**src/rtl/ps2_key_decoder.sv**
```systemverilog
// ps2_key_decoder: PS/2 Set-2 scan codes to ASCII with modifier tracking,
// typematic repeat filtering and a show-ahead output FIFO.
module ps2_key_decoder #(
    parameter int FIFO_DEPTH    = 8,
    parameter int CNT_WIDTH     = 8,
    parameter int REPEAT_FILTER = 1
) (
    input  logic                 clk,
    input  logic                 rst_n,
    input  logic [7:0]           code_in,
    input  logic                 code_valid,
    output logic [7:0]           ascii_data,
    output logic                 ascii_valid,
    input  logic                 ascii_ready,
    output logic                 shift_on,
    output logic                 ctrl_on,
    output logic                 caps_on,
    output logic [CNT_WIDTH-1:0] key_count,
    output logic                 overflow
);
    localparam int AW = $clog2(FIFO_DEPTH);
    localparam logic [7:0] LET [26] = '{8'h1C, 8'h32, 8'h21, 8'h23, 8'h24, 8'h2B, 8'h34, 8'h33,
                                        8'h43, 8'h3B, 8'h42, 8'h4B, 8'h3A, 8'h31, 8'h44, 8'h4D,
                                        8'h15, 8'h2D, 8'h1B, 8'h2C, 8'h3C, 8'h2A, 8'h1D, 8'h22,
                                        8'h35, 8'h1A};
    localparam logic [7:0] DIG [10] = '{8'h45, 8'h16, 8'h1E, 8'h26, 8'h25, 8'h2E, 8'h36, 8'h3D, 8'h3E, 8'h46};
    localparam logic [7:0] DSH [10] = '{8'h29, 8'h21, 8'h40, 8'h23, 8'h24, 8'h25, 8'h5E, 8'h26, 8'h2A, 8'h28};
    localparam logic [7:0] SPC [5]  = '{8'h29, 8'h5A, 8'h66, 8'h0D, 8'h76};
    localparam logic [7:0] SPA [5]  = '{8'h20, 8'h0D, 8'h08, 8'h09, 8'h1B};

    typedef enum logic [1:0] {IDLE, EXT, BRK, EXT_BRK} state_t;
    state_t state;
    logic lshift, rshift, lctrl, rctrl, caps_held;
    logic [7:0] last_make;
    logic [7:0] mem [FIFO_DEPTH];
    logic [AW:0] wptr, rptr;
    logic mapped, push_req, push_ok, pop, full;
    logic [7:0] ch;

    assign shift_on = lshift | rshift;
    assign ctrl_on  = lctrl | rctrl;

    always_comb begin
        mapped = 1'b0;
        ch = 8'h00;
        for (int i = 0; i < 26; i++)
            if (code_in == LET[i]) begin
                mapped = 1'b1;
                ch = ctrl_on ? 8'(i + 1) : (shift_on ^ caps_on) ? 8'(8'h41 + i) : 8'(8'h61 + i);
            end
        for (int i = 0; i < 10; i++)
            if (code_in == DIG[i]) begin
                mapped = 1'b1;
                ch = shift_on ? DSH[i] : 8'(8'h30 + i);
            end
        for (int i = 0; i < 5; i++)
            if (code_in == SPC[i]) begin
                mapped = 1'b1;
                ch = SPA[i];
            end
    end

    // A repeat of the last mapped make is dropped until that key is released.
    assign push_req    = code_valid && state == IDLE && mapped &&
                         !(REPEAT_FILTER != 0 && code_in == last_make);
    assign ascii_valid = wptr != rptr;
    assign ascii_data  = ascii_valid ? mem[rptr[AW-1:0]] : 8'h00;
    assign pop         = ascii_valid & ascii_ready;
    assign full        = wptr[AW] != rptr[AW] && wptr[AW-1:0] == rptr[AW-1:0];
    assign push_ok     = push_req && (!full || pop);

    always_ff @(posedge clk or negedge rst_n) begin
        if (!rst_n) begin
            state     <= IDLE;
            lshift    <= 1'b0;
            rshift    <= 1'b0;
            lctrl     <= 1'b0;
            rctrl     <= 1'b0;
            caps_on   <= 1'b0;
            caps_held <= 1'b0;
            last_make <= 8'h00;
        end else if (code_valid) begin
            if (code_in == 8'hE0) state <= EXT;
            else if (code_in == 8'hF0) state <= state == IDLE ? BRK : state == EXT ? EXT_BRK : state;
            else begin
                state <= IDLE;
                case (state)
                    IDLE: begin
                        if (code_in == 8'h12) lshift <= 1'b1;
                        if (code_in == 8'h59) rshift <= 1'b1;
                        if (code_in == 8'h14) lctrl <= 1'b1;
                        if (code_in == 8'h58) begin
                            caps_on   <= caps_on ^ ~caps_held;
                            caps_held <= 1'b1;
                        end
                        if (mapped) last_make <= code_in;
                    end
                    BRK: begin
                        if (code_in == 8'h12) lshift <= 1'b0;
                        if (code_in == 8'h59) rshift <= 1'b0;
                        if (code_in == 8'h14) lctrl <= 1'b0;
                        if (code_in == 8'h58) caps_held <= 1'b0;
                        if (code_in == last_make) last_make <= 8'h00;
                    end
                    EXT: if (code_in == 8'h14) rctrl <= 1'b1;
                    default: if (code_in == 8'h14) rctrl <= 1'b0;
                endcase
            end
        end
    end

    always_ff @(posedge clk or negedge rst_n) begin
        if (!rst_n) begin
            wptr      <= '0;
            rptr      <= '0;
            key_count <= '0;
            overflow  <= 1'b0;
        end else begin
            if (push_ok) begin
                wptr      <= wptr + (AW+1)'(1);
                key_count <= key_count + CNT_WIDTH'(1);
            end
            if (push_req && !push_ok) overflow <= 1'b1;
            if (pop) rptr <= rptr + (AW+1)'(1);
        end
    end

    always_ff @(posedge clk)
        if (push_ok) mem[wptr[AW-1:0]] <= ch;
endmodule
```
**config.mk**
```make
export PLATFORM = sky130hd
export DESIGN_NAME = ps2_key_decoder
export DESIGN_NICKNAME = d
export VERILOG_FILES = /design/src/rtl/ps2_key_decoder.sv
export SDC_FILE = /design/constraint.sdc
export NUM_CORES = 1
export LEC_CHECK = 0
export ABC_CLOCK_PERIOD_IN_PS = 6900
export BUFFER_PORTS_ARGS = -buffer_cell sky130_fd_sc_hd__buf_2
export CAP_MARGIN = 5
export CORE_UTILIZATION = 40
export CTS_CLUSTER_SIZE = 8
export DETAILED_ROUTE_END_ITERATION = 8
export PLACE_DENSITY_LB_ADDON = 0.12
export SYNTH_ARGS = -nofsm -noshare
export SYNTH_HDL_FRONTEND = slang
export SYNTH_SLANG_ARGS = --single-unit
```
**constraint.sdc**
```tcl
create_clock -name clk -period 6.9 [get_ports clk]
set_clock_uncertainty 0.15 [all_clocks]
set_input_delay 1.38 -clock clk [delete_from_list [all_inputs] [get_ports clk]]
set_output_delay 1.38 -clock clk [all_outputs]
set_load 0.1 [all_outputs]
```
==> results of run 1 <==
metrics by stage:
stage / worst slack [ns] / cell area, µm² / total power (W) / utilization [%] / std cells
2_1_floorplan: 2.45 / 4910 / 0.00145 / - / 416
6_report: 1.82 / 5420 / 0.00208 / 45.3 / 580
3_3_place_gp: 1.67 / 5100 / 0.00159 / 42.7 / 564
3_5_place_dp: 1.53 / 5100 / 0.00160 / 42.7 / 564
4_1_cts: 1.89 / 5420 / 0.00211 / 45.3 / 580
5_1_grt: 1.58 / 5420 / 0.00217 / 45.3 / 580
final cells by class:
type                    instances  area, µm²
well taps                     147        184
multi-input cells             287       2210
flip-flops and latches         89       2510
inverters                       8       30.0
clock buffers                  13        292
clock inverters                 3       26.3
fillers                      1104       6540
repair buffers                 33        170
where the power goes:
group / total, W / switching (W) / internal, W
combinational: 0.000876 / 0.000641 / 0.000235
sequential: 0.000702 / 0.0000744 / 0.000628
clock: 0.000502 / 0.000203 / 0.000299
worst max-delay path, stage by stage:
cell and delay (ns):
buf_2 0.34, nor2b_1 0.61, a32o_1 0.29, and3b_1 0.20
and4b_4 0.22, a311oi_4 0.62, nand2b_1 0.25, nor3b_1 0.94
final timing paths:
check / start / endpoint / slack (ns) / depth (start not counted)
max: code_in[1] / mem[1][5] / 1.82 / 8
min: key_count[7] / key_count[7] / 0.32 / 1
max reg2reg: rptr[2] / mem[1][5] / 3.27 / 7
min reg2reg: key_count[7] / key_count[7] / 0.32 / 1
max in group asynchronous: rst_n / key_count[7] / 5.09 / 1
min in group asynchronous: rst_n / overflow / 0.99 / 1
cells in the mapped netlist (all sizes together), types with 3 or more instances:
library cell | instances | share of area [%]
o21ai | 13 | 1.3
nand3 | 18 | 1.8
dfrtp | 33 | 17
xnor2 | 15 | 2.7
nor4bb | 4 | 0.82
nor4 | 3 | 0.38
nor4b | 3 | 1.1
mux2 | 6 | 1.4
o211ai | 7 | 1.2
a21o | 3 | 0.46
xor2 | 13 | 2.3
nand4 | 8 | 1.0
nor3b | 11 | 2.0
nor2 | 30 | 2.3
mux2i | 7 | 1.4
nor3 | 12 | 1.2
o31ai | 4 | 0.61
and3 | 7 | 0.89
inv | 7 | 0.54
nand2 | 20 | 1.5
buf | 20 | 2.2
a21oi | 12 | 1.2
mux4 | 14 | 6.4
a31oi | 4 | 0.51
and3b | 3 | 0.54
edfxtp | 56 | 34
clkbuf | 12 | 0.92
and2 | 3 | 0.38
a22o | 8 | 1.4
and4 | 3 | 0.54
nor2b | 11 | 1.4
ha | 3 | 0.77
nand2b | 9 | 1.1
o2111ai | 5 | 0.89
state kept, by name, indices dropped and copies added, names as in the netlist, 2 cells and up:
name       cells
rptr           4
state          2
key_count      8
mem           56
last_make      8
wptr           4
kinds of logic after synthesis:
logic type	synth area share (%)
compound gates	10.4
xor+xnor	5.00
fa+ha+maj	0.765
buf+inv	3.77
flops	51.1
mux	9.23
other cells	0.0764
simple gates	19.7
routing by layer:
metal / global-route usage (%) / vias to the layer above
li1: - / 1604
met5: 0 / -
met1: 28.9 / 1765
met2: 30.2 / 97
met3: 3.64 / 14
met4: 7.02 / 0
==> flow_metrics.tcl, run 1 <==
set metrics [dict create \
    gpl.final_weighted_congestion 0.889 \
    cts_buffers 9 \
    clkSinkCount 89 \
    met2WireLength_mm 5.47 \
    period_needed_ns 5.08 \
    crit_type "input port to flip-flop" \
    routed_via_density 6.00 \
    max_freq_mhz 197 \
    hp-class "flip-flop to flip-flop" \
    most-common-layout-cells "56 x edfxtp_1, 33 x dfrtp_1, 31 x buf_2" \
    starting_utilization_of_the_core_area_pct 41.0 \
    die_y_um 113 \
    core_area_mm2 0.0120 \
    congestion_overflow_gr 0 \
    clockRootBuffer "clkbuf_16" \
    top_signal_layer_used "met4" \
    type_of_destination_of_the_critical_path "flip-flop" \
    dp_hpwl_mm 8.12 \
    crit_required_ns 6.71 \
    grt_first_pass_wirelength_mm 19.0 \
    n_antenna_cell 0 \
    routed_metal_1_wirelength_mm 5.59 \
    num_io_pins 33 \
    timing.hold.ws_ns 0.323 \
    drt_pass1_iterations 4 \
    run_status "finished, final reports clean" \
    post_cts.repair.setup_buffers 0 \
    final_common_cell "edfxtp_1" \
    wl_met3_um 567 \
    number_of_buffers_between_clock_root_and_the_deepest_sink 2 \
    drt_iter0_drc 262 \
    tightest_slew_ns 1.11 \
    worst_slew_margin_rel_pct 25.6 \
    setup-violations-final 0 \
    ys_types 61 \
    async_reset_ff_share_pct 37.1 \
    drt_antenna_net_count 0 \
    final.period_utilization_pct 73.7 \
    postSynthRegisterBits 89 \
    avgSynthCellArea_um2 11.8 \
    start_kind "input port" \
    slew_violations 0 \
    worst_setup_hold_path_clk_slew_ns 0.06 \
    cts.repair.resized 0 \
    fp-row-count 40 \
    grt_pass1_vias 3338 \
    p_leak_nw 2.01 \
    syn-num-nets 431 \
    insertion_delay_ns 0.34 \
    power.density_cell_area_mw_per_mm2 384 \
    sequential_share_of_the_synthesized_area_pct 51.1 \
    die_w_um 113 \
    grt_use_total_pct 20.0 \
    num_vias 3480 \
    post-route-drc-count 0 \
    hold_viol_final 0 \
    dieArea_mm2 0.0127 \
    layout-drive-gt1-share_pct 18.9 \
    finalSetupTns_ns 0 \
    grt_antenna_before_repair 0 \
    h-tree-depth 3 \
    area_delta_synth_final_pct 10.5 \
    yosysWarningCount 0 \
    synth_ff_type "edfxtp_1" \
    rsz0062_at_grt "false" \
    netlist_instances 416 \
    numnets_final 443 \
    tritoncts_clock_tree "done" \
    cts_hold_buffers 0 \
    routedWlPerCell_um 20.4 \
    cp.arrival_ns 4.89 \
    postRouteWirelength_mm 11.8 \
    irDropWorstVdd_mv 0.348 \
    grt_start_max_net_pins 34 \
    max-cap-violations 0 \
    synth-edff-count 56 \
    mappedNetlistArea_mm2 0.00491 \
    crit_path_max_fanout 22 \
    port-buffer-count 31 \
]
(Power assumes the default switching activity.)
==> run 2, diff against run 1 <==
Settings changed: ABC_AREA set to 1, ABC_CLOCK_PERIOD_IN_PS 6900 to 4590.
Clock period 6.9 ns to 4.59 ns, I/O delays scaled along.
==> run 2 against run 1 <==
Effect of this change: combinational power is 63% higher; final area shrank 3.0%; non-clock buffer count grew 1.
==> flow_metrics.tcl, run 2 <==
set metrics [dict create \
    run_status "finished, final reports clean" \
    fraction_of_synthesized_cell_area_in_xor_and_xnor_cells_pct 3.37 \
    cp.arrival_ns 3.37 \
    area_delta_synth_final_pct 12.3 \
    crit_required_ns 4.41 \
    slowest_stage_delay_cp_ns 0.58 \
    drt_antenna_net_count 0 \
    postSynthRegisterBits 89 \
    ys_types 40 \
    insertion_delay_ns 0.34 \
    most_frequent_cell_after_synthesis "nor2_1" \
    placed_cell_area_mm2 0.00499 \
    post_synth_main_area_contributors "edfxtp_1 36%, dfrtp_1 18%, nor2_1 8.0%, nand2_1 6.7%, o21ai_0 5.0%" \
    starting_utilization_of_the_core_area_pct 41.0 \
    drt_iter0_drc 191 \
    slew_violations 0 \
    internal_power_w 0.00157 \
    worst_slew_margin_rel_pct 45.2 \
    fillers 1134 \
    post-synth-top-area-cell "edfxtp_1" \
    avgSynthCellArea_um2 8.74 \
    numnets_final 585 \
    drt_pass1_iterations 4 \
    routedWlPerCell_um 15.9 \
    critical_path_buf_inv_count 3 \
    cts_hold_buffers 0 \
    start_kind "input port" \
    hold_viol_final 0 \
    dp_hpwl_mm 8.35 \
    power.density_cell_area_mw_per_mm2 589 \
    syn-num-nets 551 \
    irDropWorstVdd_mv 0.570 \
    num_io_pins 33 \
    cpLargestDelayFamily "simple AND/OR/NAND/NOR gates" \
    cp_cell_sequence "buf_2, nor2_1, inv_1, nor2_2, inv_2, nor2_1, a31oi_1, nand2_1, nor2_1, nand2_1, nor2_2, nand2_4, nand3_4, or2_4, nor2_1" \
    postRouteWirelength_mm 11.4 \
    synth_top_cell_area_share_pct 35.9 \
    grt_pass1_vias 3649 \
    cts_buffers 9 \
    die_y_um 110 \
    grt_first_pass_wirelength_mm 18.4 \
    grt_use_total_pct 20.6 \
    n_antenna_cell 0 \
    synth-adder-area-share_pct 0.802 \
    critPathSlowestCell "nor2_1" \
    port-buffer-count 31 \
    register_area_mm2 0.00251 \
    synth-compound-area-share_pct 10.7 \
    type_of_destination_of_the_critical_path "flip-flop" \
    post_cts.repair.setup_buffers 0 \
    number_of_buffers_between_clock_root_and_the_deepest_sink 2 \
    largest_family_of_logic_cells_by_synthesized_area "simple AND/OR/NAND/NOR gates" \
    cts.repair.resized 0 \
    core_area_mm2 0.0114 \
    synthMuxAreaShare_pct 0 \
    combinationalPowerShare_pct 46.3 \
    congestion_overflow_gr 0 \
    power.net_switching_w 0.00152 \
    routed_via_density 5.11 \
    mappedNetlistArea_mm2 0.00468 \
    final_core_utilization_pct 46.1 \
    crit_path_max_fanout 10 \
    period_needed_ns 3.55 \
    max-cap-violations 0 \
    grt_antenna_before_repair 0 \
    die_w_um 110 \
    final_common_cell "nor2_1" \
    dieArea_mm2 0.0121 \
    yosysWarningCount 0 \
    largest_register_ffs 56 \
    sequentialPowerShare_pct 32.3 \
    gpl.final_weighted_congestion 0.854 \
    h-tree-depth 3 \
    async_reset_ff_share_pct 37.1 \
    sequential_share_of_the_synthesized_area_pct 53.6 \
    synth_ff_type "edfxtp_1" \
    netSwitchingFraction_pct 49.2 \
    hp-class "flip-flop to flip-flop" \
    tightest_slew_ns 0.821 \
    multi_input_comb_area_mm2 0.00186 \
    power.clock.fraction_pct 21.4 \
    tritoncts_clock_tree "done" \
    final.period_utilization_pct 77.3 \
    rsz0062_at_grt "false" \
    clockRootBuffer "clkbuf_16" \
    post-route-drc-count 0 \
    netlist_instances 536 \
    finalSetupTns_ns 0 \
    postLayoutCellArea_mm2 0.00526 \
    synth_common_cells "100 x nor2_1, 84 x nand2_1, 56 x edfxtp_1" \
    synth-edff-count 56 \
    num_vias 3672 \
    crit_path_frequent_cell "nor2_1" \
    layout-drive-gt1-share_pct 16.9 \
    p_leak_nw 2.26 \
    crit_type "input port to flip-flop" \
    worst_setup_hold_path_clk_slew_ns 0.06 \
    fp-row-count 39 \
    synth_area_in_simple_gates_pct 24.9 \
    most-common-layout-cells "100 x nor2_1, 84 x nand2_1, 56 x edfxtp_1" \
    setup-violations-final 0 \
    clkSinkCount 89 \
    max_freq_mhz 282 \
    grt_start_max_net_pins 34 \
]
run 2: changes by cell type in the layout (fill, tap and decap cells not counted), moves of 9 or more:
cell,previous run,this run
xnor2_1,15,3
mux4_2,14,0
inv_1,7,49
nor2_1,30,100
nor2_2,0,13
nand2_1,20,84
nand2b_1,9,0
o22ai_1,2,14
nor2b_1,11,0
inv_2,0,19
o21ai_0,12,47
run 2: worst paths after layout:
kind,start,end,slack (ns),depth (start not counted)
max,code_in[4],mem[0][3],1.04,15
min,overflow,overflow,0.34,1
max reg2reg,rptr[0],mem[0][3],1.51,9
min reg2reg,overflow,overflow,0.34,1
max in group asynchronous,rst_n,key_count[3],3.29,1
min in group asynchronous,rst_n,last_make[0],0.50,1
run 2: per-stage QoR:
stage	setup WS (ns)	hold slack [ns]	std cells	total power, W
final	1.04	0.337	718	0.00310
after global routing	0.855	0.357	718	0.00326
after CTS	1.02	0.341	718	0.00313
after detailed placement	0.674	0.327	702	0.00246
after global placement	0.617	0.326	702	0.00246
after floorplan	0.546	0.304	536	0.00219
run 2: cell type report:
class | count | share of cell area [%]
sequential | 89 | 47.7
multi-input combinational | 366 | 35.4
inverter | 70 | 5.07
clock buffer | 11 | 4.43
tap | 143 | 3.40
timing repair buffer | 34 | 3.38
clock inverter | 5 | 0.619
run 2: logic make-up after synthesis:
| logic type | after synthesis |
|---|---|
| adders and majority gates | 3 |
| and+or+nand+nor | 257 |
| buffers and inverters | 81 |
| xor gates and xnor gates | 18 |
| other | 1 |
| DFF | 89 |
| AOI/OAI and AO/OA | 87 |
run 2: routing by layer:
metal	up-vias	track usage [%]	routed length (µm)
met3	15	3.29	344
met4	0	8.55	225
met1	1734	25.2	5160
met5	-	0	0
met2	61	36.3	5710
li1	1862	-	-
run 2: power by group through the flow:
| stage | Sequential (W) | Clock (W) | Combinational (W) |
|---|---|---|---|
| final | 0.00100 | 0.000663 | 0.00143 |
| after global routing | 0.00101 | 0.000711 | 0.00154 |
| after CTS | 0.000999 | 0.000682 | 0.00145 |
| after detailed placement | 0.00101 | 0 | 0.00144 |
| after global placement | 0.00101 | 0 | 0.00145 |
| after floorplan | 0.00115 | 0 | 0.00104 |
run 2: worst register-to-register path, cell delays in order, from the launching register on:
cell     delay, ns
dfrtp_1       0.34
buf_4         0.30
xor2_1        0.19
nor3_1        0.10
nand2_2       0.17
nand2_1       0.16
nand3_1       0.21
nand3_4       0.18
or2_4         0.32
nor2_1        0.58
==> run 3, diff against run 2 <==
Settings changed: ABC_CLOCK_PERIOD_IN_PS 4590 to 3400.
Clock period 4.59 ns to 3.4 ns, I/O delays scaled along.
==> run 3 against run 2 <==
Effect of this change: die area stayed put; power is 48% higher; final cell count is 2.1% higher; routed wire length is 0.29% lower; count of clock-buffer cells in the layout is 1 lower; via count is 2.8% higher; sequential power is 38% higher; register-to-register slack worse by 0.70 ns; global-route usage hardly changed; combinational power is 47% higher; critical endpoint is now ascii_data[5].
==> flow_metrics.tcl, run 3 (same netlist as run 2, synthesis figures left out) <==
set metrics [dict create \
    setup-violations-final 0 \
    worst_slew_margin_rel_pct 48.3 \
    cts.repair.resized 0 \
    num_vias 3776 \
    register_area_mm2 0.00251 \
    drt_antenna_net_count 0 \
    rsz0062_at_grt "false" \
    power.density_cell_area_mw_per_mm2 832 \
    grt_use_total_pct 20.7 \
    postLayoutCellArea_mm2 0.00552 \
    insertion_delay_ns 0.34 \
    max_freq_mhz 321 \
    multi_input_comb_area_mm2 0.00191 \
    dieArea_mm2 0.0121 \
    dp_hpwl_mm 8.50 \
    final_core_utilization_pct 48.3 \
    irDropWorstVdd_mv 0.999 \
    crit_type "flip-flop to output port" \
    tritoncts_clock_tree "done" \
    number_of_buffers_between_clock_root_and_the_deepest_sink 2 \
    grt_start_max_net_pins 34 \
    n_antenna_cell 0 \
    post_cts.repair.setup_buffers 0 \
    most-common-layout-cells "100 x nor2_1, 84 x nand2_1, 56 x edfxtp_1" \
    fp-row-count 39 \
    tightest_slew_ns 0.774 \
    layout-drive-gt1-share_pct 20.3 \
    finalSetupTns_ns 0 \
    routedWlPerCell_um 15.6 \
    run_status "finished, final reports clean" \
    area_delta_synth_final_pct 17.8 \
    power.net_switching_w 0.00211 \
    starting_utilization_of_the_core_area_pct 41.0 \
    cts_buffers 9 \
    post-route-drc-count 0 \
    grt_antenna_before_repair 0 \
    netSwitchingFraction_pct 45.9 \
    die_y_um 110 \
    power.clock.fraction_pct 24.3 \
    num_io_pins 33 \
    grt_pass1_vias 3739 \
    cp_cell_sequence "inv_1, buf_4, o21ai_0, a31oi_2, buf_2" \
    final_common_cell "nor2_1" \
    clockRootBuffer "clkbuf_16" \
    postRouteWirelength_mm 11.4 \
    final.period_utilization_pct 91.7 \
    placed_cell_area_mm2 0.00518 \
    h-tree-depth 3 \
    cts_hold_buffers 0 \
    drt_iter0_drc 153 \
    hp-class "input port to async pin" \
    crit_path_max_fanout 17 \
    fillers 1102 \
    max-cap-violations 0 \
    drt_pass1_iterations 4 \
    crit_required_ns 2.57 \
    combinationalPowerShare_pct 45.7 \
    worst_setup_hold_path_clk_slew_ns 0.06 \
    routed_via_density 5.15 \
    port-buffer-count 31 \
    power_w 0.00459 \
    internal_power_w 0.00248 \
    critPathSlowestCell "dfrtp_1" \
    hold_viol_final 0 \
    slowest_stage_delay_cp_ns 0.45 \
    largest_register_ffs 56 \
    start_kind "flip-flop" \
    core_area_mm2 0.0114 \
    slew_violations 0 \
    gpl.final_weighted_congestion 0.852 \
    cp.arrival_ns 2.29 \
    congestion_overflow_gr 0 \
    grt_first_pass_wirelength_mm 18.4 \
    type_of_destination_of_the_critical_path "output port" \
    clkSinkCount 89 \
    numnets_final 600 \
    die_w_um 110 \
    period_needed_ns 3.12 \
    sequentialPowerShare_pct 30.0 \
    p_leak_nw 2.39 \
]
[run 3: cell types whose count changed in the layout (fill, tap and decap cells not counted)]
cell        before  now
clkinvlp_4       2    1
a31oi_2          0    7
clkinv_4         1    0
clkbuf_1         2    1
buf_12           0    2
buf_2           31   29
buf_4            3   18
a31oi_1          9    2
bufinv_16        0    3
[run 3: layout make-up]
cell class                 instances  share of cell area, %
clock buffer                      10                   4.15
clock inverter                     6                   1.93
inverter                          70                   4.83
multi-input combinational        366                   34.6
sequential                        89                   45.5
tap                              143                   3.24
timing repair buffer              49                   5.81
[run 3: metal layers]
layer	global-route usage [%]	vias up	wire, µm
met4	10.1	0	410
met1	24.7	1769	5060
met3	3.41	32	417
met2	36.1	79	5530
met5	0	-	0
li1	-	1896	-
[run 3: power groups by stage]
stage	registers, W	logic, W	clock network [W]
2_1_floorplan	0.00155	0.00147	0
3_3_place_gp	0.00140	0.00210	0
3_5_place_dp	0.00140	0.00212	0
4_1_cts	0.00138	0.00213	0.00113
5_1_grt	0.00139	0.00225	0.00117
6_report	0.00138	0.00210	0.00111
[run 3: worst paths after layout]
kind                           from  slack (ns)             to  cells after the start
setup / recovery            rptr[0]        0.28  ascii_data[5]                      5
hold reg to reg            overflow        0.34       overflow                      1
setup reg to reg            rptr[1]        0.81      mem[4][3]                      9
max in group asynchronous     rst_n        2.35        rptr[0]                      1
hold / removal                rst_n        0.26   last_make[7]                      1
min in group clk           overflow        0.34       overflow                      1
[run 3: stage by stage]
stage,setup WS (ns),cells,hold slack (ns)
5_1_grt,0.138,733,0.329
6_report,0.281,733,0.262
3_5_place_dp,0.149,717,0.324
4_1_cts,0.233,733,0.283
2_1_floorplan,0.124,536,0.234
3_3_place_gp,0.151,717,0.320
[run 3: critical path: cells and delay by family (launching register included)]
| kind | cells | cell delay, ns |
|---|---|---|
| flip-flops | 1 | 0.45 |
| AO/OA/AOI/OAI | 2 | 0.33 |
| buffers and inverters | 3 | 1.16 |
